--- src/rtl/serial_rx_pkg.sv ---
// Shared state encoding and sizing helper for the serial word receiver.
package serial_rx_pkg;

    typedef enum logic [1:0] {
        ST_IDLE    = 2'd0,
        ST_RECEIVE = 2'd1,
        ST_HOLD    = 2'd2
    } rx_state_e;

    // Bit-counter width for a word of n bits; never narrower than one bit.
    function automatic int unsigned cnt_width(input int unsigned n);
        int unsigned w;
        w = $clog2(n);
        return (w < 1) ? 1 : w;
    endfunction

endpackage

--- src/rtl/rx_bit_counter.sv ---
// Bit counter: counts 0..LAST, wraps to 0 after LAST, flags the last position.
module rx_bit_counter #(
    parameter int unsigned WIDTH = 3,
    parameter int unsigned LAST  = 7
) (
    input  logic clk,
    input  logic reset,
    input  logic clear,
    input  logic enable,
    output logic tc_c
);

    logic [WIDTH-1:0] count_q;
    logic [WIDTH-1:0] count_d;

    always_comb begin
        tc_c    = (count_q == WIDTH'(LAST));
        count_d = count_q;
        if (clear) begin
            count_d = '0;
        end else if (enable) begin
            count_d = tc_c ? '0 : count_q + WIDTH'(1);
        end
    end

    always_ff @(posedge clk or posedge reset) begin
        if (reset) begin
            count_q <= '0;
        end else begin
            count_q <= count_d;
        end
    end

endmodule

--- src/rtl/serial_word_receiver.sv ---
// Serial-to-parallel word receiver, MSB first, with hold/acknowledge handshake
// and a sticky overrun flag.
module serial_word_receiver
    import serial_rx_pkg::*;
#(
    parameter int unsigned Word_Length = 8
) (
    input  logic                   clk,
    input  logic                   reset,
    input  logic                   Serial_Input,
    input  logic                   Start,
    input  logic                   Shift,
    input  logic                   Sync_Reset,
    input  logic                   Data_Ack,
    output logic [Word_Length-1:0] Parallel_Output,
    output logic                   Data_Valid,
    output logic                   Busy,
    output logic                   Overrun
);

    localparam int unsigned CNT_W = cnt_width(Word_Length);

    rx_state_e              state_q, state_d;
    logic [Word_Length-1:0] sr_q, sr_d;
    logic [Word_Length-1:0] po_q, po_d;
    logic                   dv_q, dv_d;
    logic                   ovr_q, ovr_d;
    logic [Word_Length-1:0] sr_next;
    logic                   cnt_clear;
    logic                   cnt_enable;
    logic                   cnt_tc;

    rx_bit_counter #(
        .WIDTH (CNT_W),
        .LAST  (Word_Length - 1)
    ) u_bit_counter (
        .clk    (clk),
        .reset  (reset),
        .clear  (cnt_clear),
        .enable (cnt_enable),
        .tc_c   (cnt_tc)
    );

    assign sr_next = {sr_q[Word_Length-2:0], Serial_Input};

    // Next-state and datapath; Sync_Reset overrides everything.
    always_comb begin
        state_d    = state_q;
        sr_d       = sr_q;
        po_d       = po_q;
        dv_d       = dv_q;
        ovr_d      = ovr_q;
        cnt_clear  = 1'b0;
        cnt_enable = 1'b0;

        if (Sync_Reset) begin
            state_d   = ST_IDLE;
            sr_d      = '0;
            po_d      = '0;
            dv_d      = 1'b0;
            ovr_d     = 1'b0;
            cnt_clear = 1'b1;
        end else begin
            unique case (state_q)
                ST_IDLE: begin
                    if (Start) begin
                        state_d   = ST_RECEIVE;
                        cnt_clear = 1'b1;
                    end
                end
                ST_RECEIVE: begin
                    if (Shift) begin
                        sr_d       = sr_next;
                        cnt_enable = 1'b1;
                        if (cnt_tc) begin
                            po_d    = sr_next;
                            dv_d    = 1'b1;
                            state_d = ST_HOLD;
                        end
                    end
                end
                ST_HOLD: begin
                    if (Data_Ack) begin
                        dv_d = 1'b0;
                        if (Start) begin
                            state_d   = ST_RECEIVE;
                            cnt_clear = 1'b1;
                        end else begin
                            state_d = ST_IDLE;
                        end
                    end else if (Start) begin
                        ovr_d = 1'b1;
                    end
                end
                default: begin
                    state_d   = ST_IDLE;
                    cnt_clear = 1'b1;
                end
            endcase
        end
    end

    always_ff @(posedge clk or posedge reset) begin
        if (reset) begin
            state_q <= ST_IDLE;
            sr_q    <= '0;
            po_q    <= '0;
            dv_q    <= 1'b0;
            ovr_q   <= 1'b0;
        end else begin
            state_q <= state_d;
            sr_q    <= sr_d;
            po_q    <= po_d;
            dv_q    <= dv_d;
            ovr_q   <= ovr_d;
        end
    end

    assign Parallel_Output = po_q;
    assign Data_Valid      = dv_q;
    assign Overrun         = ovr_q;
    assign Busy            = (state_q == ST_RECEIVE);

endmodule

--- config.mk ---
export PLATFORM = sky130hd
export DESIGN_NAME = serial_word_receiver
export DESIGN_NICKNAME = d
export VERILOG_FILES = /design/src/rtl/serial_rx_pkg.sv /design/src/rtl/rx_bit_counter.sv /design/src/rtl/serial_word_receiver.sv
export SDC_FILE = /design/constraint.sdc
export NUM_CORES = 1
export LEC_CHECK = 0
export BUFFER_PORTS_ARGS = -buffer_cell sky130_fd_sc_hd__buf_2
export CAP_MARGIN = 20
export CORE_MARGIN = 4
export CORE_UTILIZATION = 30
export DETAILED_ROUTE_END_ITERATION = 10
export PLACE_DENSITY = 0.52
export SETUP_SLACK_MARGIN = 0.15
export SKIP_LAST_GASP = 1
export SLEW_MARGIN = 20
export SYNTH_ARGS = -nofsm -noshare
export SYNTH_HDL_FRONTEND = slang
export SYNTH_SLANG_ARGS = --single-unit
export TNS_END_PERCENT = 1
--- constraint.sdc ---
create_clock -name clk -period 1.7 [get_ports clk]
set_clock_uncertainty 0.2 [all_clocks]
set_input_delay 0.17 -clock clk [delete_from_list [all_inputs] [get_ports clk]]
set_output_delay 0.17 -clock clk [all_outputs]
set_load 0.005 [all_outputs]
; Word level (Yosys, flattened, before mapping)
; Cells that the tools add are included.
[classes]
n_addsub = 1
eq_ne = 8
muxes = 33
reduce_logical = 13
[ops]
columns = op, count
row1 = 2-to-1 mux 8 bit, 4
row2 = 2-to-1 mux 7 bit, 3
row3 = 2-to-1 mux 1 bit, 15
row4 = nonzero test 2 bit, 6
row5 = 2-to-1 mux 2 bit, 5
row6 = 2-to-1 mux 3 bit, 3
row7 = "!= test 3 bit, second input constant", 3
row8 = AND reduction 4 bit, 2
row9 = one-hot mux 2 bit (3 select lines), 1
row10 = AND reduction 3 bit, 2
row11 = "adder 3 x 1 -> 3 bit, second input constant", 1
row12 = "equality test 3 bit, second input constant", 1
row13 = "!= test 3 x 2 -> 1 bit, second input constant", 1
row14 = one-hot mux 1 bit (3 select lines), 1
row15 = nonzero test 3 bit, 1
row16 = "equality test 2 x 1 -> 1 bit, second input constant", 1
row17 = "equality test 2 bit, second input constant", 1
row18 = logical NOT 2 bit, 1
row19 = "!= test 2 bit, second input constant", 1
row20 = one-hot mux 1 bit (2 select lines), 1
row21 = AND reduction 2 bit, 1
[totals]
inputBits = 7
word_cells = 61
regBits = 22

; Longest topological paths before layout
[logic_depth]
depth_word = 5
depth_mapped = 6
depth_no_buf = 5

; Hierarchy
; Synthesis repeated with hierarchy kept, for this count alone.
[hier_totals]
hier_cells = 105
area_unflattened_um2 = 1011.0
[by_module_without_submodules]
columns = mod, area_per_inst_um2, cells_each, instances
row1 = serial_word_receiver, 855.8, 92, 1
row2 = rx_bit_counter, 155.1, 13, 1

; Worst setup path before layout
; No wires, ideal clock.
[synth_timing]
path_kind = register -> register
from = register u_bit_counter.count_q[0]
to = register dv_q (netlist: Data_Valid)
period_less_slack_ns = 1.563
path_stages_with_launch = 7
slack_ns = 0.137
arrival_ns = 1.231
n_path_buf = 1
path_cell_list = dfrtp_1 ha_1 ha_1 and4b_1 buf_4 a21oi_1 nor2_1
[synth_between]
elab_chain_cells = 3
[synth_lines]
columns = item, line
row1 = "start, declared", rx_bit_counter.sv:13  ; logic [WIDTH-1:0] count_q;
row2 = "start signal, assigned", rx_bit_counter.sv:30  ; count_q <= count_d;
row3 = equality test 3 bit, rx_bit_counter.sv:17  ; tc_c = (count_q == WIDTH'(LAST));
row4 = != test 3 x 2 -> 1 bit (no source line), --
row5 = AND reduction 4 bit (no source line), --
row6 = "end signal, assigned", serial_word_receiver.sv:114  ; dv_q <= dv_d;
row7 = "end, declared", serial_word_receiver.sv:26  ; logic dv_q, dv_d;
; No other way between the ends.
; A chain may end at the register's enable or synchronous reset.

; Final worst setup path
[layout_timing]
from = register u_bit_counter.count_q[1]
to = register state_q[1]
[layout_between]
elab_chain_cells = 3
[layout_lines]
columns = item, line
row1 = equality test 3 bit, rx_bit_counter.sv:17
row2 = != test 3 x 2 -> 1 bit (no source line), --
row3 = AND reduction 4 bit (no source line), --
row4 = "end signal, assigned", serial_word_receiver.sv:111  ; state_q <= state_d;
row5 = "end, declared", serial_word_receiver.sv:23  ; rx_state_e state_q, state_d;
; No other way between the ends.

==> impl_metrics.csv <==
group,metric,value,unit
status,status,"finished, final reports clean",
setup_path,crit_chain,"ha_2 > ha_4 > and4b_2 > nor2_1 > nor2_1",
flow_run,drv_cap,0,
setup_path,required,1.70,ns
global_routing,grt_max_degree,23,
yosys,synth_top_area_share,54.5,%
setup_path,path_common_cell,"nor2_1",
clock_network,cts_max_level,1,
final_layout,final_cell_mix,"nand2_1, dfrtp_1, buf_2",
floorplanning,die_height,66.1,um
final_layout,seq_area,553,um2
floorplanning,ios,18,
floorplanning,core,3130,um2
power,ir_worst_vdd,0.000333,V
global_routing,antenna_found_initial,0,
yosys,synth-main-ff-cell,"dfrtp_1",
clock_network,clk_pin_slew,0.12,ns
worst_hold_path,hp-class,"in2reg",
global_routing,grt_pass1_wl,3.86,mm
final_layout,fillers,329,
setup_path,crit_type,"reg2reg",
final_layout,final_common_cell,"nand2_1",
final_layout,nNetsFinal,145,
routing,first_pass_iters,4,
global_routing,globalRouteOverflowTotal,0,
setup_path,cp.buffers_inverters,0,
clock_network,cts_made_buffers,3,
sta,post-route-period-util,89.6,%
placed_design,dp_hpwl,1.54,mm
sta,timing.fmax,0.656,GHz
clock_network,clock_path_buffers,2,
routing,ant_nets,0,
floorplanning,die-width,66.1,um
worst_hold_path,min-delay-start,"Shift",
setup_path,crit_path_top_delay_cell,"dfrtp_1",
routing,dr.first_iter.drc_count,45,
floorplanning,rows,20,
routing,wl_per_cell,12.4,um
yosys,yosys_warnings,0,
placed_design,place_congestion,0.711,
final_layout,drive_above_1_share,31.9,%
yosys,synth-seq-area-share,54.5,%
final_layout,syn2layout_area_growth,28.8,%
power,powerDensity,694,nW/um2
sta,fin_tns_setup,0,ns
yosys,yosysTopAreaCell,"dfrtp_1",
yosys,syn_area_per_cell,9.45,um2
yosys,synth-edff-count,0,
final_layout,num_antenna_cells,0,
sta,min_period,1.52,ns
clock_network,cts_sinks,22,
final_layout,finalNonFillerCells,179,
power,p_leak,0.577,nW
clock_network,tritoncts,"built",
yosys,ys_async_sr_fraction,100,%
floorplanning,die_area,4360,um2
global_routing,first_global_vias,849,
floorplanning,start_util,32.3,%
yosys,synth_nets,116,
yosys,syn_inst,107,
clock_network,clk_latency,0.30,ns
routing,drc_errors,0,
clock_network,root_buffer,"clkbuf_4",
final_layout,multi_input_area,454,um2
setup_path,worst_setup_path_end_kind,"flip-flop",
yosys,synth.cell_area,1010,um2
sta,slew_headroom,77.3,%
routing,vias,849,
setup_path,r2r-start,"u_bit_counter.count_q[1]",
sta,rsz0062_at_grt,"yes",
yosys,synth_area_leaders,"dfrtp_1, nand2_1, a21oi_1, nand3_1, nor2_1",
setup_path,crit_fanout,5,
placed_design,place_inst,167,
sta,final_max_slew_viol_count,0,
setup_path,cp.arrival,1.53,ns
sta,worst_pin_slew,0.339,ns
global_routing,grtUsageTotal,11.5,%
sta,setup_viol,0,
sta,holdWs,0.0302,ns
yosys,synthDistinctLibCells,20,
sta,hold_viol,0,
setup_path,critPathLaunch,"u_bit_counter.count_q[1]",
setup_path,slowest_delay,0.41,ns
placed_design,portBuffers,17,
routing,viasPerCell,4.74,
routing,wl,2.22,mm
yosys,ys_ff_latch,22,
setup_path,cp-start-kind,"flip-flop",
setup_path,critPathTopFamily,"simple AND/OR/NAND/NOR gates",
-- per-layer routing --
layer	GRT usage (%)	part of all wire (%)
met5	0	0
met4	3.05	0.67
met2	20.2	50
met1	14.3	45
met3	2.38	4.2
-- sequential cells by signal (all words and copies together) (netlist names) --
register / cells
Parallel_Output: 8
Overrun: 1
sr_q: 7
state_q: 2
Data_Valid: 1
u_bit_counter.count_q: 3
-- report_power, final --
part | switching, mW | internal (mW) | total, mW
Clock | 0.153 | 0.131 | 0.284
Sequential | 0.00251 | 0.527 | 0.530
Combinational | 0.0529 | 0.0372 | 0.0901
-- tightest hold or removal path: cells and delay by family --
family | cells | cell delay [ns]
buffers and inverters | 1 | 0.17
and+or+nand+nor | 1 | 0.10
AOI/OAI and AO/OA | 1 | 0.05
-- final timing paths --
path / end / slack [ns] / depth (start not counted)
min: sr_q[6] / 0.03 / 3
max reg2reg: state_q[1] / 0.18 / 5
max in group asynchronous: state_q[0] / 0.83 / 4
min in group asynchronous: sr_q[1] / 0.23 / 4
min reg2reg: Overrun / 0.31 / 2
max: state_q[1] / 0.18 / 5
-- cell type report --
| cell class | instances | share of cell area [%] |
|---|---|---|
| inverter | 3 | 0.865 |
| multi-input combinational | 77 | 34.9 |
| timing repair buffer | 29 | 14.8 |
| sequential | 22 | 42.5 |
| tap | 44 | 4.23 |
| clock buffer | 4 | 2.79 |
-- per-stage QoR --
stage / util, % / cell area [um2] / setup WS [ns] / power, mW
6_report: 41.6 / 1300 / 0.176 / 0.904
4_1_cts: 40.6 / 1270 / 0.125 / 0.915
5_1_grt: 41.6 / 1300 / 0.113 / 0.954
3_3_place_gp: 36.6 / 1150 / 0.0822 / 0.611
3_5_place_dp: 36.6 / 1150 / 0.0209 / 0.613
2_1_floorplan: - / 1010 / 0.166 / 0.590
-- cells by family (layout without fill, tap and decap cells) --
kind of cell / after synthesis / count (layout) / synth area share (%)
and+or+nand+nor: 49 / 50 / 23.1
buffers and inverters: 9 / 36 / 5.57
adders and majority gates: 2 / 2 / 2.47
AOI/OAI and AO/OA: 25 / 25 / 14.4
DFF: 22 / 22 / 54.5
-- cells in the mapped netlist (2+ instances only) --
cell type and n:
a21oi_1 20, buf_4 2, buf_6 2, clkbuf_1 2, dfrtp_1 22, ha_1 2
inv_1 3, nand2_1 27, nand3_1 7, nand3b_1 2, nor2_1 7, o21ai_0 3
-- timing repair --
action / 4_1_cts / 5_1_grt
gates cloned: 1 / 0
pin swaps: 0 / 2
gates resized for setup: 7 / 7
buffers inserted: 3 / 0
hold buffers: 3 / 1
setup endpoints to repair: 18 / 11
endpoints found under the hold margin: 28 / 4
No activity file was read; power rests on OpenSTA's default activity.
